File: config.mk
export PLATFORM = sky130hd
export DESIGN_NAME = cmd_rsp_status
export DESIGN_NICKNAME = d
export VERILOG_FILES = /design/src/rtl/sdhci_pkg.sv /design/src/rtl/busy_timer.sv /design/src/rtl/cmd_rsp_status.sv
export SDC_FILE = /design/constraint.sdc
export NUM_CORES = 1
export LEC_CHECK = 0
export ABC_AREA = 1
export CORE_ASPECT_RATIO = 2
export CORE_MARGIN = 1.5
export CORE_UTILIZATION = 25
export DETAILED_ROUTE_END_ITERATION = 12
export PLACE_DENSITY = 0.52
export SLEW_MARGIN = 15
export SYNTH_ARGS = -nofsm -noshare
export SYNTH_HDL_FRONTEND = slang
export SYNTH_SLANG_ARGS = --single-unit
File: constraint.sdc
create_clock -name clk_i -period 2.6 [get_ports clk_i]
set_input_delay 0.52 -clock clk_i [delete_from_list [all_inputs] [get_ports clk_i]]
set_output_delay 0.52 -clock clk_i [all_outputs]
set_load 0.005 [all_outputs]
File: src/rtl/sdhci_pkg.sv
// Shared SDHCI types for the command-path blocks: response encodings, the
// response/status FSM state set and the interrupt-status pulse bundle.
package sdhci_pkg;

  typedef enum logic [1:0] {
    RSP_NONE    = 2'b00,
    RSP_136     = 2'b01,
    RSP_48      = 2'b10,
    RSP_48_BUSY = 2'b11
  } response_type_e;

  typedef enum logic [1:0] {
    ST_IDLE,
    ST_WAIT_CMD,
    ST_WAIT_RSP,
    ST_BUSY_WAIT
  } cmd_rsp_state_e;

  typedef struct packed {
    logic cmd_complete;
    logic xfer_complete;
    logic cmd_timeout;
    logic cmd_crc;
    logic cmd_end_bit;
    logic cmd_index;
    logic busy_timeout;
    logic auto_cmd12;
  } status_pulses_t;

  // Auto CMD12 responses land in the top word of the Response registers
  localparam int RESP_AUTO_CMD12_LSB = 96;

  function automatic logic is_48bit(input response_type_e t);
    return (t == RSP_48) || (t == RSP_48_BUSY);
  endfunction

endpackage

File: src/rtl/busy_timer.sv
// Saturating tick counter with a programmable limit; a zero limit never fires.
// hit_o flags the tick on which the count reaches the limit.
module busy_timer #(
  parameter int CNT_W = 20
) (
  input  logic             clk_i,
  input  logic             rst_i,
  input  logic             clear_i,
  input  logic             tick_i,
  input  logic [CNT_W-1:0] limit_i,
  output logic             hit_o
);

  logic [CNT_W-1:0] count_q;
  logic [CNT_W-1:0] count_inc;

  assign count_inc = (&count_q) ? count_q : count_q + CNT_W'(1);

  // Compares the post-tick value so the limit fires on the Nth tick itself
  assign hit_o = tick_i && (limit_i != '0) && (count_inc >= limit_i);

  always_ff @(posedge clk_i) begin
    if (rst_i || clear_i) begin
      count_q <= '0;
    end else if (tick_i) begin
      count_q <= count_inc;
    end
  end

endmodule

File: src/rtl/cmd_rsp_status.sv
// Turns command-engine results into SDHCI Response register contents and
// one-cycle interrupt-status set pulses, including R1b busy tracking on DAT0.
module cmd_rsp_status
  import sdhci_pkg::*;
#(
  parameter int BUSY_CNT_W = 20
) (
  input  logic                  clk_i,
  input  logic                  rst_i,
  input  logic                  clk_en_p_i,
  input  logic                  issue_i,
  output logic                  issue_ready_o,
  input  response_type_e        response_type_i,
  input  logic                  crc_check_en_i,
  input  logic                  index_check_en_i,
  input  logic                  auto_cmd12_i,
  input  logic                  cmd_done_i,
  input  logic                  rsp_valid_i,
  input  logic [119:0]          rsp_i,
  input  logic                  index_error_i,
  input  logic                  end_bit_error_i,
  input  logic                  crc_error_i,
  input  logic                  timeout_error_i,
  input  logic                  dat0_i,
  input  logic [BUSY_CNT_W-1:0] busy_timeout_i,
  input  logic                  abort_i,
  output logic [127:0]          resp_o,
  output logic                  cmd_complete_o,
  output logic                  xfer_complete_o,
  output logic                  cmd_timeout_err_o,
  output logic                  cmd_crc_err_o,
  output logic                  cmd_end_bit_err_o,
  output logic                  cmd_index_err_o,
  output logic                  busy_timeout_err_o,
  output logic                  auto_cmd12_err_o,
  output logic                  busy_o
);

  cmd_rsp_state_e state_q, state_d;
  response_type_e ctx_type_q;
  logic           ctx_crc_q, ctx_idx_q, ctx_auto_q;
  logic [127:0]   resp_q, resp_d;
  status_pulses_t pulse_q, pulse_d;
  logic           crc_err, idx_err, end_err;
  logic           timer_clear, timer_tick, timer_hit;

  busy_timer #(
    .CNT_W(BUSY_CNT_W)
  ) u_busy_timer (
    .clk_i  (clk_i),
    .rst_i  (rst_i),
    .clear_i(timer_clear),
    .tick_i (timer_tick),
    .limit_i(busy_timeout_i),
    .hit_o  (timer_hit)
  );

  always_ff @(posedge clk_i) begin
    if (rst_i) begin
      state_q <= ST_IDLE;
      resp_q  <= '0;
      pulse_q <= '0;
    end else begin
      state_q <= state_d;
      resp_q  <= resp_d;
      pulse_q <= pulse_d;
    end
  end

  // Command context is captured once at issue and held until the next issue
  always_ff @(posedge clk_i) begin
    if (rst_i) begin
      ctx_type_q <= RSP_NONE;
      ctx_crc_q  <= 1'b0;
      ctx_idx_q  <= 1'b0;
      ctx_auto_q <= 1'b0;
    end else if (state_q == ST_IDLE && issue_i && !abort_i) begin
      ctx_type_q <= response_type_i;
      ctx_crc_q  <= crc_check_en_i;
      ctx_idx_q  <= index_check_en_i;
      ctx_auto_q <= auto_cmd12_i;
    end
  end

  always_comb begin
    state_d     = state_q;
    resp_d      = resp_q;
    pulse_d     = '0;
    crc_err     = 1'b0;
    idx_err     = 1'b0;
    end_err     = 1'b0;
    timer_clear = 1'b0;
    timer_tick  = 1'b0;

    case (state_q)
      ST_IDLE: begin
        if (issue_i) state_d = ST_WAIT_CMD;
      end
      ST_WAIT_CMD: begin
        if (cmd_done_i) begin
          if (ctx_type_q == RSP_NONE) begin
            pulse_d.cmd_complete = 1'b1;
            state_d              = ST_IDLE;
          end else begin
            state_d = ST_WAIT_RSP;
          end
        end
      end
      ST_WAIT_RSP: begin
        if (timeout_error_i) begin
          // Timeout plus CRC error is the SDHCI encoding for a CMD-line conflict
          pulse_d.cmd_timeout = 1'b1;
          pulse_d.cmd_crc     = ctx_crc_q;
          state_d             = ST_IDLE;
        end else if (rsp_valid_i) begin
          crc_err              = crc_error_i & ctx_crc_q;
          idx_err              = index_error_i & ctx_idx_q & is_48bit(ctx_type_q);
          end_err              = end_bit_error_i;
          pulse_d.cmd_complete = 1'b1;
          pulse_d.cmd_crc      = crc_err;
          pulse_d.cmd_index    = idx_err;
          pulse_d.cmd_end_bit  = end_err;
          if (ctx_type_q == RSP_136) begin
            resp_d = {8'h00, rsp_i};
          end else if (ctx_auto_q) begin
            resp_d[RESP_AUTO_CMD12_LSB +: 32] = rsp_i[31:0];
          end else begin
            resp_d[31:0] = rsp_i[31:0];
          end
          if (ctx_type_q == RSP_48_BUSY && !(crc_err || idx_err || end_err)) begin
            state_d     = ST_BUSY_WAIT;
            timer_clear = 1'b1;
          end else begin
            state_d = ST_IDLE;
          end
        end
      end
      ST_BUSY_WAIT: begin
        timer_tick = clk_en_p_i;
        if (clk_en_p_i && dat0_i) begin
          pulse_d.xfer_complete = 1'b1;
          state_d               = ST_IDLE;
        end else if (timer_hit) begin
          pulse_d.busy_timeout = 1'b1;
          state_d              = ST_IDLE;
        end
      end
      default: state_d = ST_IDLE;
    endcase

    pulse_d.auto_cmd12 = ctx_auto_q & (pulse_d.cmd_timeout | pulse_d.cmd_crc |
                                       pulse_d.cmd_end_bit | pulse_d.cmd_index |
                                       pulse_d.busy_timeout);

    if (abort_i) begin
      state_d     = ST_IDLE;
      resp_d      = resp_q;
      pulse_d     = '0;
      timer_clear = 1'b1;
      timer_tick  = 1'b0;
    end
  end

  assign issue_ready_o      = (state_q == ST_IDLE);
  assign busy_o             = (state_q == ST_BUSY_WAIT);
  assign resp_o             = resp_q;
  assign cmd_complete_o     = pulse_q.cmd_complete;
  assign xfer_complete_o    = pulse_q.xfer_complete;
  assign cmd_timeout_err_o  = pulse_q.cmd_timeout;
  assign cmd_crc_err_o      = pulse_q.cmd_crc;
  assign cmd_end_bit_err_o  = pulse_q.cmd_end_bit;
  assign cmd_index_err_o    = pulse_q.cmd_index;
  assign busy_timeout_err_o = pulse_q.busy_timeout;
  assign auto_cmd12_err_o   = pulse_q.auto_cmd12;

endmodule
; ---- Word level (Yosys, flattened, before mapping)
; Cells that the tools add are included.
[op_classes]
n_addsub = 1
multipliers = 0
div = 0
order_cmp = 1
n_eq_ne = 11
n_shift = 0
n_mux = 35
bitwise_logic = 11
reduce_logical = 23
[op_table]
columns = cell, n
row1 = $mux W32, 4
row2 = $add A20 B1 Y20 const B, 1
row3 = $ge A20 B20 Y1, 1
row4 = $mux W20, 1
row5 = $reduce_and A20 Y1, 1
row6 = $reduce_bool A20 Y1, 1
row7 = $mux W2, 9
row8 = $mux W1, 17
row9 = $reduce_and A5 Y1, 3
row10 = $eq A2 B2 Y1 const B, 4
row11 = $pmux W2 S4, 1
row12 = $logic_and A1 B1 Y1, 6
row13 = $and A1 B1 Y1, 4
row14 = $eq A2 B1 Y1 const B, 2
row15 = $logic_not A2 Y1, 2
row16 = $logic_or A1 B1 Y1, 4
row17 = $mux W4, 1
row18 = $ne A2 B2 Y1 const B, 2
row19 = $or A1 B1 Y1, 4
row20 = $reduce_and A4 Y1, 1
row21 = $mux W3, 1
row22 = $ne A3 B1 Y1 const B, 1
row23 = $ne A3 B3 Y1 const B, 1
row24 = $not A1 Y1, 3
row25 = 6 further kinds, 7
[word_totals]
regBits = 163
latch_bits = 0
ramBits = 0
rom_bits = 0
inputBits = 157
out_inout_bits = 138
elab_cells = 99
mem_count = 0

; ---- Longest topological paths before layout
; Gate-level depths: netlist of the first run.
[logic_depth]
word_depth = 13
ltp_mapped = 23
depth_no_buf = 22

; ---- Hierarchy
; A second synthesis of the first run with hierarchy kept.
[hier_totals]
hier_cells = 1092
area_unflattened_um2 = 7696.1
[by_module_without_submodules]
columns = module, instances, cells_per_inst, area_each_um2, seq_area_each_um2
row1 = cmd_rsp_status, 1, 744, 5651.7, 2862.7
row2 = busy_timer, 1, 348, 2044.5, 400.4

; ---- Least setup slack after synthesis of the first run
; No wires, ideal clock.
[synth_path]
path_type = register to register
start = register u_busy_timer.count_q[2]
end = register state_q[0]
setup_ns = 0.115
t_arrival_ns = 2.389
required_time_ns = 2.485
setup_slack_ns = 0.096
path_stages_with_launch = 21
path_buffers = 0
period_less_slack_ns = 2.504
cell_sequence = dfxtp_1 nand3_2 nor3_2 nand2_1 nor2_2 inv_1 nor2_1 xnor2_1 nand2_1 ha_1 nand2_1 nor2_1 nand2_1 nor2_1 nand2_1 nand4_1 nand2_1 nand2_1 nand3_1 nand2_1 nor2_1
[synth_between]
elab_chain_len = 6
elab_cells_between_ends = 7
cone_classes = 1 x add/sub / 1 x order compare / 1 x eq/ne / 1 x mux / 3 x reduce/logical
[synth_lines]
columns = element, line_no
row1 = start: declaration, busy_timer.sv:14  ; logic [CNT_W-1:0] count_q;
row2 = start signal: assignment, busy_timer.sv:26  ; count_q <= count_inc;
row3 = $add A20 B1 Y20 or $reduce_and A20 Y1 (tied branches), busy_timer.sv:17  ; assign count_inc = (&count_q) ? count_q : count_q + CNT_W'(1);
row4 = $mux W20 (*), busy_timer.sv:17
row5 = via u_busy_timer.count_inc[17], busy_timer.sv:15  ; logic [CNT_W-1:0] count_inc;
row6 = $ge A20 B20 Y1 (*), busy_timer.sv:20  ; assign hit_o = tick_i && (limit_i != '0) && (count_inc >= limit_i);
row7 = $logic_and A1 B1 Y1 (*), busy_timer.sv:20
row8 = $ne A3 B1 Y1 (no source line) (*), n/a
row9 = $reduce_and A4 Y1 (no source line) (*), n/a
row10 = end signal: assignment, cmd_rsp_status.sv:64  ; state_q <= state_d;
row11 = end: declaration, cmd_rsp_status.sv:39  ; cmd_rsp_state_e state_q, state_d;
; The timed path passes the listed nets; every way through them passes the cells marked *.
; A chain may end at the register's enable or synchronous reset.

; ---- Worst setup path in the final report of the first run
[layout_path]
start = register u_busy_timer.count_q[3]
end = register state_q[1]
; The elaborated chain is that of the path after synthesis.

==> impl_metrics.tcl, run 1 <==
set metrics [dict create \
    status "finished, violations left" \
    failed_checks "setup timing" \
    crit_family "simple AND/OR/NAND/NOR gates" \
    synth-edff-count 0 \
    peakVddDrop_uv 436 \
    hold_path_class "flop to flop" \
    ys_seq_area_frac 0.446 \
    finalHoldViolations 0 \
    wl_per_cell_um 16.5 \
    timing.critical_path.mode_cell "nand2_1" \
    rows 88 \
    dpl.hpwl_mm 21.6 \
    fin_crit_sh 1.04 \
    crit_fanout 4 \
    fin_skew_ps 9.29 \
    start_kind "flop" \
    cts_tree "done" \
    critPathKind "flop to flop" \
    clock_sinks 163 \
    first_pass_iters 4 \
    netlist_area_um2 7320 \
    synth_top_area_frac 0.446 \
    required_ps 2940 \
    slew_violations 0 \
    clkTransAtPathRegs_ps 70 \
    r2r_cells 20 \
    cp_cell_sequence "inv_1 > nor3_4 > buf_6 > buf_4 > nand2_1 > nor2_1 > o21ai_4 > ha_4 > nand2_2 > nor2_1 > buf_4 > nand2_1 > nor2_1 > nand2_1 > nand4_1 > nand2_1 > nand2_4 > nand3_2 > nand2_1 > nor2_1" \
    grt_pass1_wl_mm 43.6 \
    min_period_ps 2690 \
    hp-start "resp_o[118]" \
    initial_core_util 0.254 \
    yosysMostFrequentCell "nor2_1" \
    ios 295 \
    flow.area_growth_from_synthesis_pct 65.0 \
    grt_max_degree 108 \
    ant_nets 0 \
    gr-total-overflow 0 \
    setup_slack_ps -91.5 \
    grt_pass1_vias 7890 \
    avgSynthCellArea_um2 7.20 \
    tightest_slew_ps 535 \
    leakage_nw 5.23 \
    htree_num_levels 4 \
    reg2reg_slack_ps -90 \
    yosys_most_used_dff "dfxtp_1" \
    rsz0062_at_grt "true" \
    vias 7811 \
    finalWeightedCongestion 0.917 \
    cts_buffers 17 \
    holdBufCountCts 0 \
    min_to "resp_o[118]" \
    ys_ff_latch 163 \
    root_buffer "clkbuf_16" \
    yosys.area.top_type "dfxtp_1" \
    drtIter0Drc 297 \
    cts_max_path_buffers 2 \
    antenna_found_initial 1 \
    drt-vias-per-instance 4.50 \
    crit_buf_inv 4 \
    ys_top_cells_by_count "nor2_1 (225), dfxtp_1 (163), inv_1 (129), o21ai_0 (128), nand2_1 (123)" \
    synth_cells 1016 \
    end_kind "flop" \
    r2r-start "u_busy_timer.count_q[3]" \
    yosys_warnings 0 \
    drc_errors 0 \
    ys_async_sr_fraction 0 \
    finalSetupViolations 3 \
    gr-usage-all-layers 0.193 \
    die-area_um2 30400 \
    ys_types 32 \
    power_density_nw_per_um2 457 \
    fin_total_pwr_w 0.00552 \
    core_area_um2 28800 \
    tns_ps -263 \
    wl_mm 28.7 \
    worstSkewPairLatency_ps 440 \
    synth_nets 1198 \
    fp.dieW_um 124 \
    slowest_stage "dfxtp_4" \
    drive_gt1_frac 0.135 \
    synth.area.top_cells "dfxtp_1 (45%), nor2_1 (12%), o21ai_0 (8.8%)" \
    port_buffers 294 \
    worst_ep_arrival_time_ps 3030 \
    die_y_um 245 \
    slew-limit-headroom 0.642 \
    timing.fmax_mhz 372 \
    nets 1543 \
    holdPathStages 2 \
    maxCapViolCount 0 \
    regToRegEndpoint "state_q[1]" \
    cpPeakStageDelay_ps 370 \
]
sequential cells by signal, summed over array words and instances, names as in the netlist:
name,count
busy_timeout_err_o,1
cmd_timeout_err_o,1
auto_cmd12_err_o,1
ctx_idx_q,1
resp_o,128
xfer_complete_o,1
cmd_index_err_o,1
cmd_complete_o,1
state_q,2
cmd_end_bit_err_o,1
u_busy_timer.count_q,20
ctx_type_q,2
cmd_crc_err_o,1
ctx_auto_q,1
ctx_crc_q,1
cells in the final DEF, fill, tap and decap left out, types with 2 or more instances in the layout:
cell and instances:
xor2_1 10, ha_4 7, xnor2_1 2, nand2_1 111, nor2_1 219, buf_12 6, nand3_2 5, inv_8 5
nor2_2 7, inv_1 127, nand2_2 11, buf_4 72, nand2_4 5, buf_6 3, inv_2 7, clkinv_4 3
a21oi_2 4, nor3_4 3, nor4_1 2, ha_1 18, dfxtp_1 155, a211oi_1 36, inv_6 2, clkinvlp_4 3
nor2_4 6, a21oi_1 54, nor3_1 5, nand3_1 13, a31oi_1 3, clkbuf_16 17, o21ai_0 126, clkdlybuf4s50_1 294
dfxtp_4 3, nand4_1 6, o21ai_4 4, dfxtp_2 5, o21ai_1 5, nand3_4 2
where the power goes:
part / total, W / internal [W] / leakage [nW] / switching [W]
Combinational: 0.000497 / 0.000288 / 3.63 / 0.000210
Sequential: 0.00252 / 0.00251 / 1.32 / 0.0000150
Clock: 0.00250 / 0.00130 / 0.276 / 0.00120
Total: 0.00552 / 0.00409 / 5.23 / 0.00143
worst max-delay path by stage:
stage,start,end,depth (start not counted)
after floorplan,u_busy_timer.count_q[2],state_q[0],20
after global placement,u_busy_timer.count_q[3],state_q[0],20
after detailed placement,u_busy_timer.count_q[2],state_q[1],20
after CTS,u_busy_timer.count_q[2],state_q[1],20
after global routing,u_busy_timer.count_q[2],state_q[0],23
final,u_busy_timer.count_q[3],state_q[1],20
layer usage:
metal | up-vias | track usage | part of all wire
met5 | - | 0 | 0
met4 | 0 | 0.0986 | 0.045
met3 | 58 | 0.0441 | 0.050
met2 | 255 | 0.363 | 0.55
met1 | 3552 | 0.190 | 0.35
li1 | 3946 | - | -
through the flow:
step	worst slack [ps]	util	cell area (um^2)	hold WS (ps)	cells
after global placement	-207	0.386	11100	437	1694
after global routing	-298	0.418	12100	477	1735
after detailed placement	-274	0.386	11100	439	1694
after CTS	-89.0	0.410	11800	451	1730
final	-91.5	0.418	12100	452	1735
after floorplan	96.0	-	7320	445	1016
logic make-up after synthesis:
kind of cell | synth area share
buffers and inverters | 0.0990
AND/OR/NAND/NOR | 0.222
adder cells (fa/ha/maj) | 0.0427
AO/OA/AOI/OAI | 0.176
flip-flops | 0.446
XOR/XNOR | 0.0144
cell type report:
class                      count  area, um^2
fill                        2991       16800
timing repair buffer         375        3640
multi-input combinational    669        3610
sequential                   163        3280
inverter                     135         509
tap                          360         450
clock buffer                  18         439
clock inverter                14         139
antenna                        1        2.50
worst register-to-register path: cells and delay by family (launching register included):
family,cells,cell delay (ps)
compound gates,1,110
fa+ha+maj,1,280
buf+inv,4,460
flops,1,370
simple gates,14,1380
timing repair:
item / in CTS / in global routing
endpoints found under the setup margin: 4 / 4
buffers inserted: 4 / 4
pin swaps: 14 / 26
gates resized for setup: 33 / 37
(Power assumes the default switching activity.)
==> run 2: changes to the inputs <==
--- a/config.mk
+++ b/config.mk
@@ -15,3 +15,4 @@
 export SYNTH_ARGS = -nofsm -noshare
 export SYNTH_HDL_FRONTEND = slang
 export SYNTH_SLANG_ARGS = --single-unit
+export TNS_END_PERCENT = 1
==> run 2 against run 1 <==
Net effect: the flow still finishes with violations (setup timing); non-clock buffer count unchanged; via count increased by 0.22%; maximum frequency about the same; combinational power about the same; utilization about the same; critical path depth unchanged; die area unchanged; sequential share of layout area about the same; global-route usage unchanged; flip-flop and latch count unchanged; setup slack about the same; clock skew about the same; critical endpoint unchanged; largest cell class unchanged.
==> impl_metrics.tcl, run 2 (synthesized netlist as in run 1, its figures left out) <==
set metrics [dict create \
    status "finished, violations left" \
    failed_checks "setup timing" \
    ant_nets 0 \
    wl_mm 28.7 \
    hold_path_class "flop to flop" \
    nets 1543 \
    cpPeakStageDelay_ps 370 \
    slew_violations 0 \
    power_density_nw_per_um2 458 \
    crit_fanout 4 \
    ios 295 \
    grt_max_degree 108 \
    slowest_stage "dfxtp_4" \
    port_buffers 294 \
    die_y_um 245 \
    maxCapViolCount 0 \
    initial_core_util 0.254 \
    root_buffer "clkbuf_16" \
    grt_pass1_wl_mm 43.6 \
    rows 88 \
    drc_errors 0 \
    finalSetupViolations 3 \
    clkTransAtPathRegs_ps 70 \
    peakVddDrop_uv 437 \
    worst_ep_arrival_time_ps 3030 \
    fp.dieW_um 124 \
    gr-usage-all-layers 0.193 \
    clock_sinks 163 \
    crit_buf_inv 4 \
    drive_gt1_frac 0.135 \
    die-area_um2 30400 \
    largest_reg_flops 128 \
    core_area_um2 28800 \
    cts_max_path_buffers 2 \
    cts_tree "done" \
    critPathKind "flop to flop" \
    gr-total-overflow 0 \
    antenna_found_initial 1 \
    design_area_um2 12100 \
    min_period_ps 2690 \
    cp_cell_sequence "inv_1 > nor3_4 > buf_6 > buf_4 > nand2_1 > nor2_1 > o21ai_4 > ha_4 > nand2_2 > nor2_1 > buf_4 > nand2_1 > nor2_1 > nand2_1 > nand4_1 > nand2_1 > nand2_4 > nand3_2 > nand2_1 > nor2_1" \
    crit_family "simple AND/OR/NAND/NOR gates" \
    cts_buffers 17 \
    final_cell_mix "clkdlybuf4s50_1 (294), nor2_1 (219), dfxtp_1 (155), inv_1 (127), o21ai_0 (126)" \
    slew-limit-headroom 0.645 \
    required_ps 2940 \
    tightest_slew_ps 531 \
    finalWeightedCongestion 0.917 \
    regArea_um2 3280 \
    worstSkewPairLatency_ps 440 \
    num-fill-cells 2989 \
    finalHoldViolations 0 \
    grt_pass1_vias 7888 \
    final_common_cell "clkdlybuf4s50_1" \
    rsz0062_at_grt "true" \
    start_kind "flop" \
    wl_per_cell_um 16.5 \
    dpl_worst_slack_ps -274 \
    fin_skew_ps 9.50 \
    drt-vias-per-instance 4.51 \
    fin_crit_sh 1.04 \
    timing.critical_path.mode_cell "nand2_1" \
    hold_ws_ps 452 \
    leakage_nw 5.23 \
    first_pass_iters 4 \
    holdBufCountCts 0 \
    multi_input_area_um2 3600 \
    dpl.hpwl_mm 21.6 \
    finish.utilization 0.418 \
    timing.fmax_mhz 372 \
    setup_slack_ps -91.2 \
    flow.area_growth_from_synthesis_pct 64.8 \
    end_kind "flop" \
    vias 7828 \
    place_area_um2 11100 \
    htree_num_levels 4 \
    drtIter0Drc 301 \
    tns_ps -200 \
]
-- run 2: cell counts in the layout (fill, tap and decap cells not counted) --
No cell type changed its count.
-- run 2: final timing paths --
kind,start,end,slack [ps],depth (start not counted)
min reg2reg,resp_o[119],resp_o[119],450,2
min,resp_o[119],resp_o[119],450,2
max,u_busy_timer.count_q[3],state_q[1],-90,20
max reg2reg,u_busy_timer.count_q[3],state_q[1],-90,20
-- run 2: area by class of cell --
class / instances / share of cell area
Antenna cell: 1 / 0.000207
Clock buffer: 18 / 0.0364
Clock inverter: 14 / 0.0115
Inverter: 135 / 0.0422
Multi-Input combinational cell: 669 / 0.299
Sequential cell: 163 / 0.272
Tap cell: 360 / 0.0373
Timing Repair Buffer: 375 / 0.302
-- run 2: stage by stage --
stage | cells | power, W
final | 1735 | 0.00552
after global routing | 1735 | 0.00577
after CTS | 1730 | 0.00562
after detailed placement | 1694 | 0.00307
after global placement | 1694 | 0.00307
after floorplan | 1016 | 0.00273
-- run 2: tightest hold or removal path: cells and delay by family, from the launching register on --
kind	cells	cell delay (ps)
buffers and inverters	1	50
flip-flops	1	310
AO/OA/AOI/OAI	1	50
-- run 2: metal layers --
| layer | track usage | up-vias | part of all wire |
|---|---|---|---|
| met4 | 0.0986 | 0 | 0.045 |
| met5 | 0 | - | 0 |
| met3 | 0.0441 | 59 | 0.047 |
| li1 | - | 3949 | - |
| met2 | 0.363 | 240 | 0.55 |
| met1 | 0.190 | 3580 | 0.35 |
-- run 2: timing repair --
| action | in CTS | in global routing |
|---|---|---|
| buffers inserted | 4 | 4 |
| endpoints found under the setup margin | 4 | 4 |
| pin swaps | 15 | 23 |
| gates resized for setup | 34 | 36 |
-- run 2: power by group --
part	internal, W	total (W)	switching, W
Combinational	0.000288	0.000497	0.000209
Sequential	0.00251	0.00252	0.0000149
Clock	0.00130	0.00250	0.00120
Total	0.00409	0.00552	0.00143
==> run 3: changes to the inputs <==
--- a/config.mk
+++ b/config.mk
@@ -10,6 +10,7 @@
 export CORE_MARGIN = 1.5
 export CORE_UTILIZATION = 25
 export DETAILED_ROUTE_END_ITERATION = 12
+export HOLD_SLACK_MARGIN = 0.1
 export PLACE_DENSITY = 0.52
 export SLEW_MARGIN = 15
 export SYNTH_ARGS = -nofsm -noshare
==> results of run 3 <==
Final layout, timing and power as in run 2 (identical DEF).
==> RTL edit 1: new RTL, flow settings as in run 2 <==
Re-encode `cmd_rsp_state_e` (4 states) as one-hot, 4 bits wide.
--- a/src/rtl/sdhci_pkg.sv
+++ b/src/rtl/sdhci_pkg.sv
@@ -10,9 +10,9 @@
   } response_type_e;
 
-  typedef enum logic [1:0] {
-    ST_IDLE,
-    ST_WAIT_CMD,
-    ST_WAIT_RSP,
-    ST_BUSY_WAIT
+  typedef enum logic [3:0] {
+    ST_IDLE      = 4'b0001,
+    ST_WAIT_CMD  = 4'b0010,
+    ST_WAIT_RSP  = 4'b0100,
+    ST_BUSY_WAIT = 4'b1000
   } cmd_rsp_state_e;
 
Formal check against the unedited RTL: same outputs for any inputs over 4 cycles, from zero or initial values and one cycle with rst_i high; so few cycles prove little.
==> RTL edit 1 against run 2 <==
- total power up 4.5%
- cell area is 0.57% higher
- the flow still finishes with violations (setup timing)
- non-clock buffer count up 18
- wire length down 1.3%
- sequential cell count up 2
- worst setup slack better by 43 ps
- synthesized area up 0.14%
==> RTL edit 1: results (changes against run 2) <==
Largest net degree at the start of global routing: 65 (-40%)
Synth area leaders: dfxtp_1 (45%), o21ai_0 (10%), nor2_1 (8.3%), nand2_1 (7.1%), inv_1 (6.4%)
CTS Buf Count: 17 (unchanged)
Synthesized area per cell: 7.31 um^2 (+1.5%)
Failing checks: setup timing
Total track usage: 18.6% (-0.63 points)
Fillers: 3004 (+0.50%)
Peak VDD IR: 405 uV (-7.3%)
Top FF cell, synth: dfxtp_1
R2r worst-path depth: 19 (-5.0%)
CP Class: reg2reg
Largest register FFs: 128 (unchanged)
Worst Setup SP: u_busy_timer.count_q[1]
Iter 0 DRT Violations: 221 (-27%)
Commonest cells in the netlist: dfxtp_1 (165), nor2_1 (163), o21ai_0 (150), nand2_1 (139), inv_1 (124)
YS warnings: 0 (unchanged)
Clock-pin slew on the worst setup and hold paths: 70 ps (about the same)
CP arrival: 2990 ps (-40 ps)
RR Endpoint: state_q[2]
H-Tree Depth: 4 (unchanged)
Crit Path Max Fanout: 5 (+1)
Hold Startpoint: resp_o[11]
DP HPWL: 21.7 mm (+0.86%)
Post-synthesis async set-or-reset flop share: 0% (unchanged)
Initial antenna violation count: 3 (+2)
Layout cells sized above 1: 13.7% (+0.20 points)
CTS Buffer Depth: 2 (unchanged)
Core Area: 28800 um^2 (unchanged)
Count of different cell masters after synthesis: 36 (+13%)
Nets@finish: 1541 (-0.13%)
Final WS setup: -48.3 ps (+42.9 ps)
DP Cell Count: 1688 (-0.35%)
Routed vias: 7911 (+1.1%)
Number of global-route vias before repair: 7739 (-1.9%)
Syn Nets: 1180 (-1.5%)
Register area share after synthesis: 45.1% (+0.49 points)
Outcome: finished, violations left
Hold Path Class: reg2reg
PortBufs: 294 (unchanged)
Setup TNS: -65.2 ps (+135 ps)
Worst-Skew Late Latency: 450 ps
Placer Congestion: 0.920 (+0.28%)
First-pass GRT wire length: 42.3 mm (-2.9%)
Final setup viols: 3 (unchanged)
Vias per cell: 4.55 (+0.94%)
DR pass1 iterations: 5 (+1)
Root buf cell: clkbuf_16
Pleak: 5.00 nW (-4.3%)
Layout Skew: 9.83 ps (+0.333 ps)
WL final: 28.3 mm (-1.3%)
Rel. slew slack: 58.2% (-6.3 points)
RTL edit 1: cell types whose count changed after synthesis, sizes merged, moves of 6 or more:
| cell | delta |
|---|---|
| a31oi | +25 |
| o211ai | +7 |
| a211oi | -36 |
| nand3 | +9 |
| buf | -6 |
| clkbuf | +8 |
| nand2 | +14 |
| inv | -9 |
| a21oi | +11 |
| nor2 | -67 |
| o21ai | +17 |
RTL edit 1: through the flow:
step	setup slack, ps	cell area [um^2]
floorplan	4.51	7330
finish	-48.3	12100
CTS	-42.1	12000
global placement	-194	11100
detailed placement	-228	11100
global route	-357	12100
RTL edit 1: report_power, final:
group          total [mW]  internal [mW]  switching, mW
sequential           2.54           2.54        0.00774
clock                2.73           1.61           1.12
combinational       0.491          0.287          0.204
total                5.76           4.43           1.33
RTL edit 1: worst min-delay path by stage:
| stage | endpoint | slack, ps | cells past startpoint |
|---|---|---|---|
| 3_3_place_gp | resp_o[4] | 430 | 2 |
| 5_1_grt | resp_o[29] | 460 | 2 |
| 2_1_floorplan | auto_cmd12_err_o | 430 | 2 |
| 3_5_place_dp | resp_o[10] | 440 | 2 |
| 4_1_cts | resp_o[28] | 450 | 2 |
| 6_report | resp_o[11] | 450 | 2 |
RTL edit 1: area by class of cell:
class	count	area (um^2)	area share, %
clock buffers	21	470	3.88
well taps	360	450	3.71
flip-flops and latches	165	3310	27.3
inverters	127	477	3.93
clock inverters	11	159	1.31
diodes	1	2.50	0.0206
multi-input cells	659	3490	28.8
repair buffers	393	3770	31.1
RTL edit 1: cell families after synthesis:
family | share of synthesized area [%]
adder cells (fa/ha/maj) | 3.59
flip-flops | 45.1
AO/OA/AOI/OAI | 19.0
AND/OR/NAND/NOR | 20.7
XOR/XNOR | 1.31
buffers and inverters | 10.3
RTL edit 1: what timing repair did:
item / 4_1_cts / 5_1_grt
setup endpoints to repair: 5 / 6
resized for setup: 40 / 18
buffers inserted: 11 / 5
cloned: 0 / 0
pin swaps: 29 / 30
RTL edit 1: layer usage:
layer  GRT usage, %  routed length [um]
met5              0                  22
met3           5.41                1580
met2           35.3               15800
met1           17.6                9730
met4           9.26                1190
RTL edit 1: worst max-delay path, cell delays in order, from the launching register on:
cell,delay [ps]
dfxtp_2,340
ha_1,160
inv_1,60
buf_4,140
nor4_4,370
nand2_1,100
nand2_1,90
nand2_2,80
ha_4,280
nand2_4,60
nor2_4,140
nand2_2,70
nor2_1,100
nand2_1,60
nand4_1,120
nand2_1,80
nand2_2,110
nand3_2,60
nand2_1,70
nor2_1,40
==> RTL edit 2: new RTL, settings of run 2 <==
Made on the original files. The parameter `BUSY_CNT_W` goes from 20 to 40.
--- a/src/rtl/cmd_rsp_status.sv
+++ b/src/rtl/cmd_rsp_status.sv
@@ -4,5 +4,5 @@
   import sdhci_pkg::*;
 #(
-  parameter int BUSY_CNT_W = 20
+  parameter int BUSY_CNT_W = 40
 ) (
   input  logic                  clk_i,
Interface: changed (resized busy_timeout_i); port bits go from 295 to 315. No check against the original RTL was run, so the function may have changed too.
==> RTL edit 2 against run 2 <==
- the flow still finishes with violations (setup timing)
- total power up 11%
- worst hold slack worse by 6.6 ps
- sequential cell count up 20
- first-iteration DRC count up 18%
- worst setup slack worse by 320 ps
- die area up 30%
- global-route usage up 1.8 points
- synthesized cell count up 39%
- cell area up 33%
- combinational power up 26%
- synthesized area up 31%
- wire length up 44%
- clock power up 8.0%
- highest routed layer unchanged
==> RTL edit 2: results (changes against run 2) <==
DP HPWL: 32.8 mm (+52%)
Failing checks: setup timing
Placer Congestion: 0.954 (+4.0%)
Worst-Skew Late Latency: 450 ps
Nets@finish: 2110 (+37%)
Layout Skew: 9.16 ps (-0.338 ps)
Fillers: 3877 (+30%)
Final setup viols: 4 (+1)
Crit path launch type: flip-flop
First-pass GRT wire length: 62.4 mm (+43%)
Peak VDD IR: 429 uV (-1.7%)
R2R Path Start: u_busy_timer.count_q[1]
Total track usage: 21.1% (+1.8 points)
PortBufs: 314 (+6.8%)
Synth area leaders: dfxtp_1 (38%), nand2_1 (11%), nor2_1 (9.7%), inv_1 (6.7%), o21ai_0 (6.2%)
Initial antenna violation count: 2 (+1)
Hold WS: 445 ps (-6.60 ps)
Layout cells sized above 1: 22.1% (+8.6 points)
Vias per cell: 4.61 (+2.3%)
Hold Startpoint: resp_o[115]
R2r worst-path depth: 21 (+5.0%)
Routed WL per cell: 17.5 um (+5.8%)
Crit Path Max Fanout: 4 (unchanged)
Largest net degree at the start of global routing: 61 (-44%)
Number of global-route vias before repair: 11300 (+43%)
Commonest cells in the netlist: nand2_1 (272), nor2_1 (247), dfxtp_1 (183), inv_1 (171), o21ai_0 (118)
Hold Path Class: reg2reg
Hold depth: 2 (unchanged)
Syn Nets: 1632 (+36%)
Pleak: 7.15 nW (+37%)
Count of different cell masters after synthesis: 40 (+25%)
Hold Crit Endpoint: resp_o[115]
Outcome: finished, violations left
Register area share after synthesis: 38.3% (-6.3 points)
Iter 0 DRT Violations: 355 (+18%)
Setup TNS: -1520 ps (-1320 ps)
Final WS setup: -414 ps (-323 ps)
Rel. slew slack: 61.8% (-2.6 points)
CP arrival: 3360 ps (+330 ps)
## RTL edit 2: cell types whose count changed after synthesis, sizes merged, moves of 8 or more
cell,delta
nand2,+162
a21oi,+52
nand3,+46
inv,+40
a211oi,-36
nor2,+21
dfxtp,+20
ha,+20
xor2,+18
nand4,+11
clkbuf,+10
nor4,+8
## RTL edit 2: worst max path at each step
stage,endpoint,slack [ps],cells after the start
floorplan,state_q[0],-20,23
global placement,state_q[0],-750,22
detailed placement,state_q[1],-750,20
CTS,state_q[0],-380,23
global route,state_q[1],-580,22
finish,state_q[1],-410,21
## RTL edit 2: logic make-up after synthesis
family | synth area share [%]
adder cells (fa/ha/maj) | 5.89
XOR/XNOR | 3.02
AO/OA/AOI/OAI | 13.5
AND/OR/NAND/NOR | 29.2
buffers and inverters | 9.99
flip-flops | 38.3
## RTL edit 2: what timing repair did
| item | 4_1_cts | 5_1_grt |
|---|---|---|
| hold buffers | 0 | 0 |
| resized for setup | 137 | 52 |
| setup buffers | 18 | 7 |
| endpoints found under the setup margin | 4 | 4 |
| pin swaps | 67 | 52 |
## RTL edit 2: per-layer routing
| layer | GRT usage [%] | wire (um) |
|---|---|---|
| met2 | 41.6 | 22900 |
| met4 | 14.4 | 2980 |
| met3 | 4.65 | 2070 |
| met5 | 0 | 0 |
| met1 | 18.4 | 13400 |
## RTL edit 2: layout make-up
cell class                 count  share of cell area (%)
clock buffer                  18                    2.68
multi-input combinational    988                    34.9
timing repair buffer         522                    30.3
tap                          463                    3.62
sequential                   183                    23.2
inverter                     176                    4.21
clock inverter                14                    1.11
antenna                        2                  0.0313
## RTL edit 2: metrics by stage
stage	cells	instance area, um^2	setup WS, ps	utilization (%)	power, mW
2_1_floorplan	1410	9600	-18.5	-	3.09
3_3_place_gp	2307	14500	-746	38.4	3.50
3_5_place_dp	2307	14500	-754	38.4	3.51
4_1_cts	2357	15800	-381	41.7	6.25
5_1_grt	2366	16000	-575	42.4	6.41
6_report	2366	16000	-414	42.4	6.15
## RTL edit 2: worst register-to-register path, cell delays in order (launching register included)
cell	delay (ps)
dfxtp_4	370
buf_4	130
nand3_2	120
nor2_4	140
inv_4	80
buf_4	170
nor4_2	300
xnor2_1	160
nand2_1	90
ha_1	320
nand2_1	100
nor2_4	110
nand2_2	70
nor2_2	120
and2_1	140
nand2_1	60
nand3_2	90
nand2_2	60
nand2_4	90
nand3_2	70
nand2_2	80
nor2_1	30
## RTL edit 2: power by group
group | total [mW] | switching, mW | internal [mW] | leakage, nW
combinational | 0.627 | 0.276 | 0.351 | 5.37
clock | 2.70 | 1.38 | 1.32 | 0.294
sequential | 2.82 | 0.0132 | 2.81 | 1.49
